--- config.mk ---
export PLATFORM = sky130hd
export DESIGN_NAME = round_controller
export DESIGN_NICKNAME = d
export VERILOG_FILES = /design/src/rtl/round_controller.sv
export SDC_FILE = /design/constraint.sdc
export NUM_CORES = 1
export LEC_CHECK = 0
export ABC_AREA = 1
export CORE_ASPECT_RATIO = 1.25
export CORE_MARGIN = 8
export CORE_UTILIZATION = 60
export CTS_CLUSTER_SIZE = 14
export DETAILED_ROUTE_END_ITERATION = 8
export GPL_ROUTABILITY_DRIVEN = 0
export HOLD_SLACK_MARGIN = 0.03
export PLACE_DENSITY = 0.93
export SLEW_MARGIN = 20
export SYNTH_ARGS = -nofsm -noshare
export SYNTH_HDL_FRONTEND = slang
export SYNTH_SLANG_ARGS = --single-unit
--- constraint.sdc ---
create_clock -name clk_i -period 4.4 [get_ports clk_i]
set_input_delay 0.44 -clock clk_i [delete_from_list [all_inputs] [get_ports clk_i]]
set_output_delay 0.44 -clock clk_i [all_outputs]
set_load 0.005 [all_outputs]
--- src/rtl/round_controller.sv ---
// Round/timer/lives sequencer for the door-guessing game: per-round seconds countdown,
// judge at time-up, reveal pause, then the next round or game over with a winner.
module round_controller #(
  parameter int NUM_PLAYERS   = 2,
  parameter int DOOR_W        = 2,
  parameter int LIVES_W       = 2,
  parameter int INIT_LIVES    = 3,
  parameter int ROUND_SECS    = 10,
  parameter int TICKS_PER_SEC = 25_000_000,
  parameter int PAUSE_TICKS   = 25_000_000,
  localparam int WIN_W        = $clog2(NUM_PLAYERS)
) (
  input  logic                           clk_i,
  input  logic                           reset_i,
  input  logic                           start_i,
  input  logic [NUM_PLAYERS*DOOR_W-1:0]  correct_door_i,
  input  logic [NUM_PLAYERS*DOOR_W-1:0]  player_pos_i,
  output logic [3:0]                     seconds_left_o,
  output logic                           time_up_o,
  output logic                           resume_o,
  output logic [NUM_PLAYERS*LIVES_W-1:0] lives_o,
  output logic [NUM_PLAYERS-1:0]         alive_o,
  output logic [7:0]                     round_num_o,
  output logic                           game_over_o,
  output logic                           winner_valid_o,
  output logic [WIN_W-1:0]               winner_o,
  output logic [1:0]                     state_o
);

  localparam int CNT_MAX = (TICKS_PER_SEC > PAUSE_TICKS) ? TICKS_PER_SEC : PAUSE_TICKS;
  localparam int CNT_W   = $clog2(CNT_MAX + 1);

  localparam logic [CNT_W-1:0] TICK_LAST  = CNT_W'(TICKS_PER_SEC - 1);
  localparam logic [CNT_W-1:0] PAUSE_LAST = CNT_W'(PAUSE_TICKS - 1);
  localparam logic [3:0]       SECS_INIT  = 4'(ROUND_SECS);
  localparam logic [NUM_PLAYERS*LIVES_W-1:0] LIVES_INIT =
    {NUM_PLAYERS{LIVES_W'(INIT_LIVES)}};

  typedef enum logic [1:0] {
    S_IDLE      = 2'd0,
    S_COUNTDOWN = 2'd1,
    S_REVEAL    = 2'd2,
    S_GAME_OVER = 2'd3
  } state_t;

  state_t                         state_q;
  logic [CNT_W-1:0]               cnt_q;
  logic [3:0]                     secs_q;
  logic                           time_up_q;
  logic                           resume_q;
  logic [NUM_PLAYERS*LIVES_W-1:0] lives_q;
  logic [7:0]                     round_q;
  logic                           game_over_q;
  logic                           winner_valid_q;
  logic [WIN_W-1:0]               winner_q;

  logic [NUM_PLAYERS*LIVES_W-1:0] lives_d;
  logic [3:0]                     live_cnt;
  logic [WIN_W-1:0]               sole_idx;

  // Judged lives, live-lane count and the last live lane index, all from lives_q.
  always_comb begin
    lives_d  = lives_q;
    alive_o  = '0;
    live_cnt = '0;
    sole_idx = '0;
    for (int i = 0; i < NUM_PLAYERS; i++) begin
      alive_o[i] = |lives_q[i*LIVES_W +: LIVES_W];
      if (alive_o[i] &&
          (player_pos_i[i*DOOR_W +: DOOR_W] != correct_door_i[i*DOOR_W +: DOOR_W])) begin
        lives_d[i*LIVES_W +: LIVES_W] = lives_q[i*LIVES_W +: LIVES_W] - LIVES_W'(1);
      end
      if (alive_o[i]) begin
        live_cnt = live_cnt + 4'd1;
        sole_idx = WIN_W'(i);
      end
    end
  end

  always_ff @(posedge clk_i) begin
    if (reset_i) begin
      state_q        <= S_IDLE;
      cnt_q          <= '0;
      secs_q         <= '0;
      time_up_q      <= 1'b0;
      resume_q       <= 1'b0;
      lives_q        <= '0;
      round_q        <= '0;
      game_over_q    <= 1'b0;
      winner_valid_q <= 1'b0;
      winner_q       <= '0;
    end else begin
      resume_q <= 1'b0;
      case (state_q)
        S_IDLE, S_GAME_OVER: begin
          if (start_i) begin
            state_q        <= S_COUNTDOWN;
            cnt_q          <= '0;
            secs_q         <= SECS_INIT;
            lives_q        <= LIVES_INIT;
            round_q        <= 8'd1;
            game_over_q    <= 1'b0;
            winner_valid_q <= 1'b0;
            winner_q       <= '0;
          end
        end
        S_COUNTDOWN: begin
          if (cnt_q == TICK_LAST) begin
            cnt_q <= '0;
            if (secs_q == 4'd1) begin
              // Time-up edge: inputs are sampled and judged only here.
              state_q   <= S_REVEAL;
              secs_q    <= '0;
              time_up_q <= 1'b1;
              lives_q   <= lives_d;
            end else begin
              secs_q <= secs_q - 4'd1;
            end
          end else begin
            cnt_q <= cnt_q + CNT_W'(1);
          end
        end
        S_REVEAL: begin
          if (cnt_q == PAUSE_LAST) begin
            cnt_q     <= '0;
            time_up_q <= 1'b0;
            resume_q  <= 1'b1;
            if (live_cnt >= 4'd2) begin
              state_q <= S_COUNTDOWN;
              secs_q  <= SECS_INIT;
              if (round_q != 8'hFF) round_q <= round_q + 8'd1;
            end else begin
              state_q        <= S_GAME_OVER;
              game_over_q    <= 1'b1;
              winner_valid_q <= (live_cnt == 4'd1);
              winner_q       <= (live_cnt == 4'd1) ? sole_idx : '0;
            end
          end else begin
            cnt_q <= cnt_q + CNT_W'(1);
          end
        end
        default: state_q <= S_IDLE;
      endcase
    end
  end

  assign seconds_left_o = secs_q;
  assign time_up_o      = time_up_q;
  assign resume_o       = resume_q;
  assign lives_o        = lives_q;
  assign round_num_o    = round_q;
  assign game_over_o    = game_over_q;
  assign winner_valid_o = winner_valid_q;
  assign winner_o       = winner_q;
  assign state_o        = state_q;

endmodule

==> results of run 1 <==
==> synthesized netlist by cell type (all sizes together) <==
library cell | n | area (µm²)
nor3 | 16 | 85.1
xor2 | 11 | 96.3
and3 | 1 | 6.26
o31ai | 1 | 7.51
dfxtp | 48 | 961
nand3 | 33 | 165
o21ai | 15 | 75.1
clkinv | 1 | 3.75
a21oi | 34 | 174
or2 | 3 | 18.8
nand4 | 7 | 50.1
buf | 4 | 27.5
clkbuf | 6 | 22.5
nor4 | 1 | 6.26
nor2 | 68 | 294
xnor2 | 1 | 8.76
o21a | 1 | 7.51
inv | 54 | 205
nor3b | 1 | 7.51
nand3b | 1 | 7.51
o21bai | 1 | 7.51
nand2 | 144 | 558
a211oi | 2 | 15.0
ha | 11 | 138
==> sequential cells by signal (all words and copies together) (netlist names) <==
signal and cells:
state_o 2, winner_o 1, time_up_o 1, cnt_q 25
winner_valid_o 1, round_num_o 8, lives_o 4, game_over_o 1
seconds_left_o 4, resume_o 1
==> tightest hold or removal path, stage by stage (launching register included) <==
cell and delay [ps]:
dfxtp_1 320, inv_1 50, a21oi_1 50
==> per-layer routing <==
metal / vias to the layer above / GRT usage
met5: - / 0
met2: 103 / 0.382
met4: 0 / 0.113
met1: 1376 / 0.216
met3: 26 / 0.0437
li1: 1542 / -
==> through the flow <==
stage          utilization  total power [mW]  worst slack, ps
2_1_floorplan            -              1.05             2670
3_3_place_gp         0.706              1.26             2210
3_5_place_dp         0.706              1.30             2180
4_1_cts              0.731              1.64             2260
5_1_grt              0.731              1.77             2000
6_report             0.731              1.64             2250
==> final timing paths <==
path                             to  slack (ps)  cells past startpoint
max           winner_o$_SDFFE_PP0P_        2250                     11
min          time_up_o$_SDFFE_PP0P_         450                      2
max reg2reg   winner_o$_SDFFE_PP0P_        2250                     11
min reg2reg  time_up_o$_SDFFE_PP0P_         450                      2
==> report_power, final <==
group	total, mW	internal [mW]	switching, mW	leakage, nW
combinational	0.759	0.284	0.475	0.874
clock	0.342	0.186	0.156	0.0614
sequential	0.535	0.488	0.0475	0.390
total	1.64	0.958	0.678	1.33
==> cell type report <==
class | count | share of cell area
clock buffers | 6 | 0.0239
clock inverters | 2 | 0.0112
inverters | 55 | 0.0604
multi-input cells | 352 | 0.499
flip-flops and latches | 48 | 0.278
well taps | 60 | 0.0217
repair buffers | 37 | 0.106
==> logic make-up (layout without fill, tap and decap cells) <==
kind of cell	count (synthesis)	after routing	synth area share
buffers and inverters	65	100	0.0879
xor gates and xnor gates	12	12	0.0357
DFF	48	48	0.326
AOI/OAI and AO/OA	54	54	0.0972
adders and majority gates	11	11	0.0467
and+or+nand+nor	275	275	0.407
==> flow_summary.ini, run 1 <==
[outcome]
status = completed

[finish]
num_antenna_cells = 0
multiInputGateArea_um2 = 1730
syn_to_final_growth_pct = 17.4
fillCellCount = 364
layout-drive-gt1-share = 0.0640
regArea_um2 = 961
fin_area_um2 = 3460
instances_no_fill = 560
final_nets = 521
mostFrequentLayoutCells = nand2_1 (139), nor2_1 (60), inv_1 (51)
layout_commonest_cell = nand2_1

[timing]
tightest_slew_ps = 743
setup-violations-final = 0
max_clock_freq_mhz = 464
rsz0062_at_grt = false
drv_slew = 0
fin_crit_sh = 0.490
hold_viol = 0
min_period_ps = 2150
hold_slack_ps = 450
fin_tns_setup_ps = 0
relSlewSlack = 0.505
skew_ps = 14.2

[worst_setup_path]
path_cells = inv_1 > ha_1 > inv_2 > nor2_1 > buf_4 > inv_2 > nand2_4 > inv_4 > nand2_1 > nand2_1 > a21oi_1
critPathSlowestCell = dfxtp_1
cpLargestDelayFamily = buffers and inverters
crit_arrival_ps = 2410
required_ps = 4650
slowest_delay_ps = 430
crit_fanout = 23
cp-end-kind = flip-flop
reg2reg_from = state_o[0]$_SDFFE_PP0P_
path_class = reg -> reg
cp_num_buf_inv = 5
worstSetupStartpointType = flip-flop
cp-startpoint = state_o[0]$_SDFFE_PP0P_

[synthesis]
synthCells = 465
synthesis.area_um2 = 2950
synth.avg_cell_area_um2 = 6.34
yosysWarningCount = 0
ys_ff_latch = 48
synth_cell_types = 35
syn_nets = 487
ys_seq_area_frac = 0.326

[min_path]
hp-class = reg -> reg
worstHoldStart = time_up_o$_SDFFE_PP0P_

[route]
ant_nets = 0
viasPerCell = 5.44
wl_met3_um = 499
top_layer_used = met4
wl_um = 7430
drt_iter0_drc = 250
m1WireLength_um = 2890
vias = 3047
wire_per_inst_um = 13.3
dr.pass1.iters = 4
dr_wl_met2_um = 3830
drc = 0

[clocking]
insertion_delay_ps = 310
h-tree-depth = 2
post_cts_buffers = 0
cts.sinks = 48
cts_resized = 0
clockBufferDepth = 2
cts_buffers = 5
path_clk_slew_ps = 100
clock-root-buffer = clkbuf_8
cts_hold_buf = 0
tritoncts = done

[job]
cap_violations = 0

[grt]
grt.total_usage = 0.208
grt_first_pass_wirelength_um = 12800
grt_pass1_vias = 2950
antenna_found_initial = 0
grt_start_max_net_pins = 32
grt_overflow_total = 0

[place]
port_buffers = 35
placed_cell_area_um2 = 3340
place_inst = 552
hpwl_um = 5460

[floorplan]
chipHeight_um = 94.4
initial_core_util = 0.623
die_area_um2 = 7430
rows = 28
io_pins = 36
core-area_um2 = 4730
die_width_um = 78.7

[power]
peakVddDrop_mv = 0.220
p_leak_nw = 1.33
powerDensity_nw_per_um2 = 473
Power figures use the tool's default switching activity.
==> run 2, diff against run 1 <==
--- a/config.mk
+++ b/config.mk
@@ -8,12 +8,12 @@
 export ABC_AREA = 1
 export CORE_ASPECT_RATIO = 1.25
 export CORE_MARGIN = 8
-export CORE_UTILIZATION = 60
+export CORE_UTILIZATION = 50
 export CTS_CLUSTER_SIZE = 14
 export DETAILED_ROUTE_END_ITERATION = 8
 export GPL_ROUTABILITY_DRIVEN = 0
 export HOLD_SLACK_MARGIN = 0.03
-export PLACE_DENSITY = 0.93
+export PLACE_DENSITY = 0.84
 export SLEW_MARGIN = 20
 export SYNTH_ARGS = -nofsm -noshare
 export SYNTH_HDL_FRONTEND = slang
==> constraint.sdc (replaced) <==
create_clock -name clk_i -period 1.8 [get_ports clk_i]
set_input_delay 0.18 -clock clk_i [delete_from_list [all_inputs] [get_ports clk_i]]
set_output_delay 0.18 -clock clk_i [all_outputs]
set_load 0.005 [all_outputs]
==> flow_summary.ini, run 2 (same netlist as run 1, synthesis figures left out) <==
[outcome]
status = completed

[power]
powerDensity_nw_per_um2 = 1180
peakVddDrop_mv = 0.558
p_leak_nw = 1.47

[min_path]
worstHoldStart = time_up_o$_SDFFE_PP0P_
holdPathStages = 2
hp-class = reg -> reg
min_to = time_up_o$_SDFFE_PP0P_

[route]
viasPerCell = 5.38
drt_iter0_drc = 190
drc = 0
wl_um = 7960
ant_nets = 0
vias = 3142
wire_per_inst_um = 13.6
dr.pass1.iters = 5

[floorplan]
die_width_um = 84.7
die_area_um2 = 8620
io_pins = 36
chipHeight_um = 102
core-area_um2 = 5740
rows = 31
initial_core_util = 0.514

[worst_setup_path]
required_ps = 2010
worstSetupStartpointType = flip-flop
reg2regPathDepth = 8
path_class = reg -> reg
crit_arrival_ps = 1990
critPathSlowestCell = dfxtp_2
slowest_delay_ps = 360
reg2reg_from = state_o[0]$_SDFFE_PP0P_
r2r_setup_slack_ps = 20
cpLargestDelayFamily = simple AND/OR/NAND/NOR gates
cp-end-kind = flip-flop
path_cells = inv_1 > ha_1 > inv_2 > nor2_4 > a211oi_2 > nand3_1 > nor3_1 > nor2_1
crit_fanout = 4
r2r-end = lives_o[0]$_SDFFE_PP0P_
cp_num_buf_inv = 2

[clocking]
cts.sinks = 48
h-tree-depth = 2
path_clk_slew_ps = 90
clockBufferDepth = 2
insertion_delay_ps = 310
tritoncts = done
clock-root-buffer = clkbuf_8
cts_buffers = 5
post_cts_buffers = 0

[finish]
fin_area_um2 = 3770
top_register = cnt_q
layout-drive-gt1-share = 0.154
mostFrequentLayoutCells = nand2_1 (132), nor2_1 (55), inv_1 (49)
num_antenna_cells = 0
syn_to_final_growth_pct = 27.8
final_nets = 539
layout_commonest_cell = nand2_1
fillCellCount = 477
largest_reg_flops = 25

[timing]
tightest_slew_ps = 275
hold_viol = 0
drv_slew = 0
min_period_ps = 1780
max_clock_freq_mhz = 563
skew_ps = 11.7
setup-violations-final = 0
finalWorstSetupSlack_ps = 23.7
relSlewSlack = 0.815
fin_crit_sh = 0.987
fin_tns_setup_ps = 0
rsz0062_at_grt = true

[grt]
grt_overflow_total = 0
grt.total_usage = 0.180
grt_start_max_net_pins = 23
antenna_found_initial = 0
grt_pass1_vias = 2991
grt_first_pass_wirelength_um = 12900

[place]
hpwl_um = 5640
port_buffers = 35
placed_cell_area_um2 = 3480
place_ws_ps = 61.2

[job]
cap_violations = 0
run 2: changes by cell type in the layout (fill, tap and decap cells not counted), sizes merged:
| cell | change |
|---|---|
| buf | +18 |
| clkdlybuf4s50 | -1 |
| dlymetal6s2s | +1 |
run 2: worst max path at each step:
stage / slack, ps / cells past startpoint / end / startpoint
after CTS: 5 / 5 / alive_o[1] / lives_o[2]$_SDFFE_PP0P_
final: 20 / 8 / lives_o[0]$_SDFFE_PP0P_ / state_o[0]$_SDFFE_PP0P_
after global routing: -70 / 9 / lives_o[1]$_SDFFE_PP0P_ / state_o[0]$_SDFFE_PP0P_
after floorplan: 70 / 11 / seconds_left_o[3]$_SDFFE_PP0P_ / state_o[0]$_SDFFE_PP0P_
after global placement: 100 / 8 / round_num_o[0]$_SDFFE_PP0P_ / round_num_o[1]$_SDFFE_PP0P_
after detailed placement: 60 / 8 / round_num_o[0]$_SDFFE_PP0P_ / round_num_o[1]$_SDFFE_PP0P_
run 2: tightest hold or removal path, stage by stage (launching register included):
cell and delay, ps:
dfxtp_1 320, inv_1 50, a21oi_1 50
run 2: final cells by class:
type	instances	area, µm²	area share
Multi-Input combinational cell	352	1870	0.496
Sequential cell	48	975	0.259
Timing Repair Buffer	55	507	0.135
Inverter	55	214	0.0568
Clock buffer	6	82.6	0.0219
Tap cell	66	82.6	0.0219
Clock inverter	2	38.8	0.0103
run 2: timing repair:
action,CTS,global route
resized for setup,1,47
pin swaps,0,10
hold buffers,0,0
setup endpoints to repair,1,33
run 2: stage by stage:
| stage | utilization | hold slack (ps) | power (mW) | cells |
|---|---|---|---|---|
| floorplan | - | 437 | 2.56 | 465 |
| global placement | 0.606 | 431 | 3.25 | 576 |
| detailed placement | 0.606 | 436 | 3.32 | 576 |
| CTS | 0.628 | 450 | 4.19 | 584 |
| global route | 0.656 | 475 | 4.76 | 584 |
| finish | 0.656 | 451 | 4.45 | 584 |
run 2: per-layer routing:
layer | up-vias | global-route usage | part of all wire
met5 | - | 0 | 0
met4 | 0 | 0.0783 | 0.023
met3 | 21 | 0.0394 | 0.055
met2 | 118 | 0.339 | 0.51
met1 | 1431 | 0.189 | 0.41
li1 | 1572 | - | -
run 2: power breakdown:
part,internal [mW],switching (mW)
Clock,0.455,0.385
Sequential,1.21,0.115
Combinational,0.926,1.36
Total,2.59,1.86
==> run 3, diff against run 2 <==
--- a/config.mk
+++ b/config.mk
@@ -8,12 +8,12 @@
 export ABC_AREA = 1
 export CORE_ASPECT_RATIO = 1.25
 export CORE_MARGIN = 8
-export CORE_UTILIZATION = 50
+export CORE_UTILIZATION = 60
 export CTS_CLUSTER_SIZE = 14
 export DETAILED_ROUTE_END_ITERATION = 8
 export GPL_ROUTABILITY_DRIVEN = 0
 export HOLD_SLACK_MARGIN = 0.03
-export PLACE_DENSITY = 0.84
+export PLACE_DENSITY = 0.93
 export SLEW_MARGIN = 20
 export SYNTH_ARGS = -nofsm -noshare
 export SYNTH_HDL_FRONTEND = slang
==> constraint.sdc (replaced) <==
create_clock -name clk_i -period 2.2 [get_ports clk_i]
set_input_delay 0.22 -clock clk_i [delete_from_list [all_inputs] [get_ports clk_i]]
set_output_delay 0.22 -clock clk_i [all_outputs]
set_load 0.005 [all_outputs]
==> flow_summary.ini, run 3 (same netlist as run 1, synthesis figures left out) <==
[clocking]
path_clk_slew_ps = 90
clockBufferDepth = 2
cts.sinks = 48
tritoncts = done
cts_buffers = 5
cts_hold_buf = 0
h-tree-depth = 2
insertion_delay_ps = 310
clock-root-buffer = clkbuf_8
post_cts_buffers = 0
cts_resized = 0

[route]
wire_per_inst_um = 13.6
drc = 0
wl_um = 7660
dr.pass1.iters = 5
vias = 3082
viasPerCell = 5.46
drt_iter0_drc = 177
ant_nets = 0

[power]
p_clk_frac = 0.176
powerDensity_nw_per_um2 = 923
pwr-share-seq = 0.337
peakVddDrop_mv = 0.519
p_switching_mw = 1.36
netSwitchingFraction = 0.426
combPwrFrac = 0.487
p_leak_nw = 1.33
internal-power_mw = 1.83
p_total_mw = 3.19

[grt]
grt_overflow_total = 0
grt_first_pass_wirelength_um = 13100
grt.total_usage = 0.214
grt_pass1_vias = 3035
grt_start_max_net_pins = 31
antenna_found_initial = 0

[finish]
num_antenna_cells = 0
multiInputGateArea_um2 = 1730
largest_reg_flops = 25
final_nets = 525
regArea_um2 = 961
layout-drive-gt1-share = 0.0694
layout_commonest_cell = nand2_1
fillCellCount = 405
syn_to_final_growth_pct = 17.4
top_register = cnt_q
mostFrequentLayoutCells = nand2_1 (139), nor2_1 (60), inv_1 (51)

[timing]
max_clock_freq_mhz = 513
drv_slew = 0
relSlewSlack = 0.602
hold_viol = 0
fin_crit_sh = 0.885
fin_tns_setup_ps = 0
tightest_slew_ps = 593
min_period_ps = 1950
setup-violations-final = 0
rsz0062_at_grt = false
skew_ps = 12.0

[floorplan]
io_pins = 36
die_width_um = 78.7
chipHeight_um = 94.4
initial_core_util = 0.623
die_area_um2 = 7430
rows = 28
core-area_um2 = 4730

[outcome]
status = completed

[job]
cap_violations = 0

[worst_setup_path]
path_class = reg -> reg
crit_fanout = 9
crit_arrival_ps = 2190
cp-end-kind = flip-flop
critPathSlowestCell = dfxtp_1
worstSetupStartpointType = flip-flop
slowest_delay_ps = 410
path_cells = inv_1 > ha_1 > inv_2 > nor2_1 > inv_2 > nand2_4 > inv_4 > nand2_1 > nand2_1 > a21oi_1
required_ps = 2440

[place]
port_buffers = 35
hpwl_um = 5800

[min_path]
hp-class = reg -> reg
==> run 3: power by group through the flow <==
stage	Sequential [mW]	Combinational [mW]	Clock [mW]
2_1_floorplan	1.08	1.01	0
3_3_place_gp	1.08	1.48	0
3_5_place_dp	1.09	1.54	0
4_1_cts	1.07	1.55	0.574
5_1_grt	1.09	1.74	0.597
6_report	1.07	1.56	0.563
==> run 3: area by class of cell <==
class,count,area share
Timing Repair Buffer,41,0.114
Inverter,55,0.0604
Clock inverter,1,0.00217
Clock buffer,7,0.0249
Tap cell,60,0.0217
Sequential cell,48,0.278
Multi-Input combinational cell,352,0.499
==> run 3: path summary, 6_finish.rpt <==
path | start | end | slack [ps] | cells after the start
worst max-delay path | state_o[0]$_SDFFE_PP0P_ | game_over_o$_SDFFE_PP0P_ | 250 | 10
worst min-delay path | time_up_o$_SDFFE_PP0P_ | time_up_o$_SDFFE_PP0P_ | 450 | 2
worst max register to register | state_o[0]$_SDFFE_PP0P_ | game_over_o$_SDFFE_PP0P_ | 250 | 10
worst min register to register | time_up_o$_SDFFE_PP0P_ | time_up_o$_SDFFE_PP0P_ | 450 | 2
==> run 3: worst max-delay path, delay by kind of cell, from the launching register on <==
family                   cells  cell delay (ps)
AO/OA/AOI/OAI                1              130
flip-flops                   1              410
buffers and inverters        4              380
AND/OR/NAND/NOR              4              610
adder cells (fa/ha/maj)      1              340
==> run 3: through the flow <==
step	area [µm²]	utilization	setup WS (ps)	hold WS, ps	instances
final	3460	0.732	253	448	564
after global routing	3460	0.732	33.2	484	564
after CTS	3460	0.732	283	453	564
after detailed placement	3370	0.712	315	439	556
after global placement	3370	0.712	351	430	556
after floorplan	2950	-	475	437	465
==> run 3: routing by layer <==
| metal | GRT usage | up-vias | wire length, µm |
|---|---|---|---|
| met5 | 0 | - | 0 |
| met4 | 0.122 | 0 | 262 |
| met3 | 0.0475 | 28 | 419 |
| met2 | 0.402 | 89 | 4010 |
| met1 | 0.211 | 1417 | 2970 |
| li1 | - | 1548 | - |
